`config.mk`:
```
export PLATFORM = sky130hd
export DESIGN_NAME = mmac_operand_loader
export DESIGN_NICKNAME = d
export VERILOG_FILES = /design/src/rtl/mmac_operand_loader.sv
export SDC_FILE = /design/constraint.sdc
export NUM_CORES = 1
export LEC_CHECK = 0
export ABC_AREA = 1
export ABC_CLOCK_PERIOD_IN_PS = 3800
export CAP_MARGIN = 0
export CORE_MARGIN = 2
export CORE_UTILIZATION = 45
export CTS_BUF_LIST = sky130_fd_sc_hd__clkbuf_16
export DETAILED_ROUTE_END_ITERATION = 10
export PLACE_DENSITY = 0.83
export SLEW_MARGIN = 20
export SYNTH_ARGS = -nofsm -noshare
export SYNTH_HDL_FRONTEND = slang
export SYNTH_SLANG_ARGS = --single-unit
```
`constraint.sdc`:
```
create_clock -name clk -period 3.8 [get_ports clk]
set_input_delay 0.57 -clock clk [delete_from_list [all_inputs] [get_ports clk]]
set_output_delay 0.57 -clock clk [all_outputs]
set_load 0.02 [all_outputs]
```
`src/rtl/mmac_operand_loader.sv`:
```
// Operand loader for the matrix MAC: collects A then B elements from a
// beat stream, packs them row-major ([0][0] in MSBs) and issues the pair.
module mmac_operand_loader #(
   parameter int M_SIZE     = 4,
   parameter int VAR_WIDTH  = 8,
   parameter int DATA_WIDTH = M_SIZE * M_SIZE * VAR_WIDTH
) (
   input  logic                  clk,
   input  logic                  rst,
   input  logic                  flush,
   input  logic                  s_valid,
   output logic                  s_ready,
   input  logic [VAR_WIDTH-1:0]  s_data,
   input  logic                  s_last,
   output logic                  m_valid,
   input  logic                  m_ready,
   output logic [DATA_WIDTH-1:0] matrixA,
   output logic [DATA_WIDTH-1:0] matrixB,
   output logic                  err
);

   localparam int NE = M_SIZE * M_SIZE;
   localparam int IW = (NE > 1) ? $clog2(NE) : 1;

   localparam logic [1:0] LOAD_A = 2'd0;
   localparam logic [1:0] LOAD_B = 2'd1;
   localparam logic [1:0] ISSUE  = 2'd2;

   logic [1:0]    state;
   logic [IW-1:0] idx;
   logic          beat;
   logic          last_slot;
   logic          want_last;

   // Handshake outputs: both decoded from state, flush/reset block them.
   assign s_ready   = rst && !flush && (state != ISSUE);
   assign m_valid   = (state == ISSUE) && !flush;
   assign beat      = s_valid && s_ready;
   assign last_slot = (idx == IW'(NE - 1));
   assign want_last = (state == LOAD_B) && last_slot;

   // Sequencing, slot writes and framing-error tracking.
   always_ff @(posedge clk) begin
      if (!rst) begin
         state   <= LOAD_A;
         idx     <= '0;
         matrixA <= '0;
         matrixB <= '0;
         err     <= 1'b0;
      end else if (flush) begin
         state <= LOAD_A;
         idx   <= '0;
      end else begin
         case (state)
            LOAD_A, LOAD_B: begin
               if (beat) begin
                  for (int i = 0; i < NE; i++) begin
                     if (idx == IW'(i)) begin
                        if (state == LOAD_A)
                           matrixA[DATA_WIDTH-1-i*VAR_WIDTH -: VAR_WIDTH] <= s_data;
                        else
                           matrixB[DATA_WIDTH-1-i*VAR_WIDTH -: VAR_WIDTH] <= s_data;
                     end
                  end
                  if (s_last != want_last) begin
                     // misframed pair: drop it and resynchronise on A
                     err   <= 1'b1;
                     state <= LOAD_A;
                     idx   <= '0;
                  end else if (last_slot) begin
                     state <= (state == LOAD_A) ? LOAD_B : ISSUE;
                     idx   <= '0;
                  end else begin
                     idx <= idx + 1'b1;
                  end
               end
            end
            ISSUE: begin
               if (m_ready)
                  state <= LOAD_A;
            end
            default: begin
               state <= LOAD_A;
               idx   <= '0;
            end
         endcase
      end
   end

endmodule

```
==> results of run 1 <==
cells in the final DEF (no fill, tap or decap), types with 3 or more instances in the layout:
cell type          n
nor2_1           289
ha_1               4
o21ai_0           26
nor3_2            23
inv_1             33
inv_2             17
nand3_1          211
clkinv_1           4
nor2_2            12
a21oi_1          135
nand4_1            4
clkdlybuf4s50_1  271
dfxtp_1          263
nor2_4            13
clkbuf_16         29
nand2_1          302
buf_4             15
clkinv_2           3
cell type report:
cell class	count	area [sq um]
inverters	38	143
clock buffers	29	726
multi-input cells	1024	4650
repair buffers	288	2870
well taps	285	357
fillers	1974	8520
clock inverters	21	113
flip-flops and latches	263	5270
registers in the layout (all words and copies together), names as in the netlist:
| name | flops |
|---|---|
| err | 1 |
| idx | 4 |
| matrixA | 128 |
| matrixB | 128 |
| state | 2 |
metal layers:
metal	vias to the layer above	wire length (um)	GRT usage [%]
met2	417	15000	41.9
met5	-	0	0
met3	79	3250	7.89
li1	5044	-	-
met1	4645	13500	32.8
met4	0	1210	11.1
synthesized netlist by cell type (all sizes together):
| cell type | count | area [sq um] |
|---|---|---|
| nor3 | 23 | 230 |
| inv | 37 | 139 |
| o211ai | 1 | 7.51 |
| nand3 | 212 | 1070 |
| or2 | 1 | 6.26 |
| clkinv | 1 | 3.75 |
| ha | 4 | 50.1 |
| buf | 42 | 185 |
| nand2 | 304 | 1150 |
| o21ai | 26 | 130 |
| dfxtp | 263 | 5270 |
| clkbuf | 44 | 165 |
| nor2 | 314 | 1300 |
| a21oi | 135 | 676 |
| nand4 | 4 | 25.0 |
worst max-delay path: stages:
cell	delay [ps]
clkdlybuf4s50_1	520
nor2_4	220
inv_1	120
a21oi_1	140
clkdlybuf4s50_1	670
metrics by stage:
step	utilization (%)	std cells	worst slack, ps	hold WS (ps)
finish	62.4	1948	984	433
floorplan	-	1411	1860	502
CTS	62.4	1948	974	417
global placement	58.7	1898	788	447
detailed placement	58.7	1898	652	452
global route	62.4	1948	898	440
kinds of logic (layout without fill, tap and decap cells):
logic type      count (synthesis)  count (layout)  share of synthesized area [%]
compound gates                162             162                           7.82
buf+inv                       124             376                           4.74
fa+ha+maj                       4               4                          0.481
simple gates                  858             858                           36.3
flops                         263             263                           50.6
worst paths after layout:
| path | to |
|---|---|
| setup reg to reg | matrixA[33] |
| hold reg to reg | matrixA[83] |
| hold / removal | idx[2] |
| setup / recovery | s_ready |
report_power, final:
group	internal [W]	leakage (nW)	switching [W]
Sequential	0.00276	2.12	0.00000291
Clock	0.00143	0.457	0.00109
Combinational	0.0000571	2.41	0.000174
==> results.cfg, run 1 <==
[logic_synthesis]
ys_seq_area_share_pct = 50.6
synth_fp_nets = 1429
syn_inst = 1411
ys_types = 22
synth-seq-cells = 263
syn_avg_cell_area_sq_um = 7.37
synth_warnings = 0
syn_area_sq_um = 10400

[floorplan]
dieWidth_um = 156
rows = 55
coreArea_sq_um = 22600
fp.dieH_um = 156
ios = 273
dieArea_sq_um = 24300
initial_core_util_pct = 45.9

[global_routing]
grt_use_total_pct = 26.1
overflow = 0
grt_max_degree = 116
grt_pass1_wl_um = 51100
grt_pass1_vias = 9524
antenna_found_initial = 0

[final_layout]
design_area_sq_um = 14100
area_growth_pct = 35.7
layout-drive-gt1-share_pct = 7.22
n_antenna_cell = 0
nets = 1661

[clocking]
cts_tree = yes
path_clk_slew_ps = 60
cts_resized = 0
h-tree-depth = 1
hold_buffers = 0
cts_setup_buffers = 0
clock_path_buffers = 3
cts.root.buffer_cell = clkbuf_16
cts_num_sinks = 263
clock_latency_ps = 540
cts_made_buffers = 28

[place]
dp_hpwl_um = 21700
place_area_sq_um = 13300
gp_congestion = 0.868
portBuffers = 272

[critical_path]
cp.arrival_ps = 2250
endpoint_kind = output pin
setup.worst_path.start_class = primary input
rrSetupSlack_ps = 1190
startpoint = flush
cp.required_ps = 3230
critPathMaxFanout = 5
critPathKind = primary input to output pin
r2r-start = state[1]
reg2reg_depth = 6

[sta]
finalCritPeriodShare_pct = 74.1
final-setup-viol-count = 0
drv_slew = 0
rsz0062_at_grt = false
fin_worst_skew_ps = 7.87
worst_slew_pin_slew_ps = 1070
fin_crit_ps = 2820
hold_viol = 0
timing.fmax_mhz = 355
fin_setup_tns_ps = 0
timing.slew.headroom_pct = 28.3

[route]
initialDrtViolationCount = 809
post_drt_wl_per_cell_um = 16.9
dr.pass1.iters = 7
drt-total-wl_um = 32900
ant_nets = 0
drc = 0
vias = 10200
avgViaCountPerCell = 5.23

[flow_run]
max_cap_violations = 0

[power_and_ir_drop]
power.leakage_nw = 4.98
p_per_area_nw_per_um2 = 390
total_power_w = 0.00551
max-vdd-ir-drop_mv = 0.331

[worst_hold_path]
hold_depth = 5
hold_start = rst
hold_path_class = primary input to flop

[status]
status = finished clean
(Power assumes the default switching activity.)
==> run 2: changes to the inputs <==
- ABC_CLOCK_PERIOD_IN_PS: 3800 -> 2440
- CORE_UTILIZATION: 45 -> 44
- PLACE_DENSITY: 0.83 -> 0.84
- clock period: 3.8 -> 2.44 ns (I/O delays scaled with it)
==> run 2 against run 1 <==
  * Hold slack got worse by 130 ps
  * Die area is 2.2% higher
  * Count of clock-buffer cells in the layout down 2
  * Critical path depth shrank 2
  * Final area grew 3.1%
  * Total power rose by 67%
  * Clock skew rose by 19 ps
==> results.cfg, run 2 (synthesis results as in run 1) <==
[route]
dr.pass1.iters = 6
initialDrtViolationCount = 743
drc = 0
met1_length_um = 13400
wl_met3_um = 3600
post_drt_wl_per_cell_um = 16.6
ant_nets = 0
wl_met2_um = 15100
top_layer = met4
drt-total-wl_um = 33500
avgViaCountPerCell = 5.20
vias = 10500

[power_and_ir_drop]
power.leakage_nw = 5.18
max-vdd-ir-drop_mv = 0.569
p_per_area_nw_per_um2 = 631

[floorplan]
rows = 56
fp.dieH_um = 158
dieWidth_um = 158
dieArea_sq_um = 24900
initial_core_util_pct = 44.6
ios = 273
coreArea_sq_um = 23300

[sta]
hold_viol = 0
fin_setup_tns_ps = 0
finalCritPeriodShare_pct = 95.2
hold_slack_ps = 304
rsz0062_at_grt = false
timing.slew.headroom_pct = 30.9
fin_crit_ps = 2320
fin_worst_skew_ps = 27.1
worst_slew_pin_slew_ps = 1040
drv_slew = 0
final-setup-viol-count = 0
timing.fmax_mhz = 431

[clocking]
cts_made_buffers = 27
cts.root.buffer_cell = clkbuf_16
cts_tree = yes
cts_resized = 0
cts_setup_buffers = 0
h-tree-depth = 1
path_clk_slew_ps = 70
clock_path_buffers = 3
clock_latency_ps = 550
hold_buffers = 0
cts_num_sinks = 263

[critical_path]
critical_path.cell_chain = nand2_2 -> nor2_1 -> clkdlybuf4s50_1
cp.arrival_ps = 1960
crit_slowest_cell = clkdlybuf4s50_1
reg2reg_to = matrixA[79]
r2r-start = idx[0]
critPathKind = flop to output pin
setup.worst_path.start_class = flop
cp.required_ps = 2070
max_stage_delay_ps = 660
critPathMaxFanout = 7
endpoint_kind = output pin
reg2reg_depth = 7
rrSetupSlack_ps = 250

[status]
status = finished clean

[place]
gp_congestion = 0.856
portBuffers = 272
dp_hpwl_um = 22500
dp_cells = 1965

[worst_hold_path]
min_to = state[1]
hold_start = rst
hold_depth = 6
hold_path_class = primary input to flop

[final_layout]
fillerInstances = 1999
nets = 1693
layout-drive-gt1-share_pct = 9.67
reg.largest.list = matrixA x128, matrixB x128, idx x4
seq_area_sq_um = 5270
area_growth_pct = 40.0
instances_no_fill = 2016
mostFrequentLayoutCells = nand2_1 (301), nor2_1 (289), clkdlybuf4s50_1 (271)
multi_input_comb_area_sq_um = 4650
final_common_cell = nand2_1

[global_routing]
grt_pass1_wl_um = 52300
grt_use_total_pct = 26.3
grt_pass1_vias = 9988
overflow = 0
antenna_found_initial = 1
grt_max_degree = 106

[flow_run]
max_cap_violations = 0
run 2: cell types whose count changed in the layout (fill, tap and decap cells not counted), moves of 2 or more:
cell	delta
bufinv_16	+6
clkinv_1	+2
clkinv_2	+4
inv_1	-12
clkbuf_16	-2
buf_4	+32
run 2: layout make-up:
cell class,instances,share of cell area [%]
Timing Repair Buffer,321,21.5
Inverter,38,0.988
Clock buffer,27,4.64
Sequential cell,263,36.2
Multi-Input combinational cell,1024,32.0
Clock inverter,23,2.03
Tap cell,319,2.74
Antenna cell,1,0.0172
run 2: metrics by stage:
stage | worst slack [ps] | area, sq um | power [W] | util, %
floorplan | 720 | 10400 | 0.00463 | -
global placement | 126 | 13600 | 0.00476 | 58.2
detailed placement | 50.6 | 13600 | 0.00477 | 58.2
CTS | 18.3 | 14600 | 0.00924 | 62.4
global route | 40.3 | 14600 | 0.00944 | 62.4
finish | 117 | 14600 | 0.00919 | 62.4
run 2: critical path, delay by kind of cell (launching register included):
kind,cells,cell delay [ps]
DFF,1,450
buffers and inverters,1,660
and+or+nand+nor,2,300
run 2: metal layers:
| metal | track usage (%) | vias to the layer above |
|---|---|---|
| met5 | 0 | - |
| met4 | 11.8 | 0 |
| met3 | 8.38 | 98 |
| met2 | 42.4 | 513 |
| met1 | 32.1 | 4767 |
| li1 | - | 5105 |
run 2: how the worst max path moves through the flow:
stage                  start  cells after the start     endpoint  slack (ps)
floorplan             idx[0]                      7  matrixA[47]         720
global placement       flush                     10  matrixA[12]         130
detailed placement     flush                      9  matrixA[88]          50
CTS                 state[1]                      3      m_valid          20
global route          idx[0]                      7  matrixA[74]          40
finish              state[1]                      3      m_valid         120
run 2: power by group:
part / total, W / internal (W) / switching [W]
Sequential: 0.00430 / 0.00430 / 0.00000460
Combinational: 0.000377 / 0.000101 / 0.000276
Clock: 0.00451 / 0.00276 / 0.00175
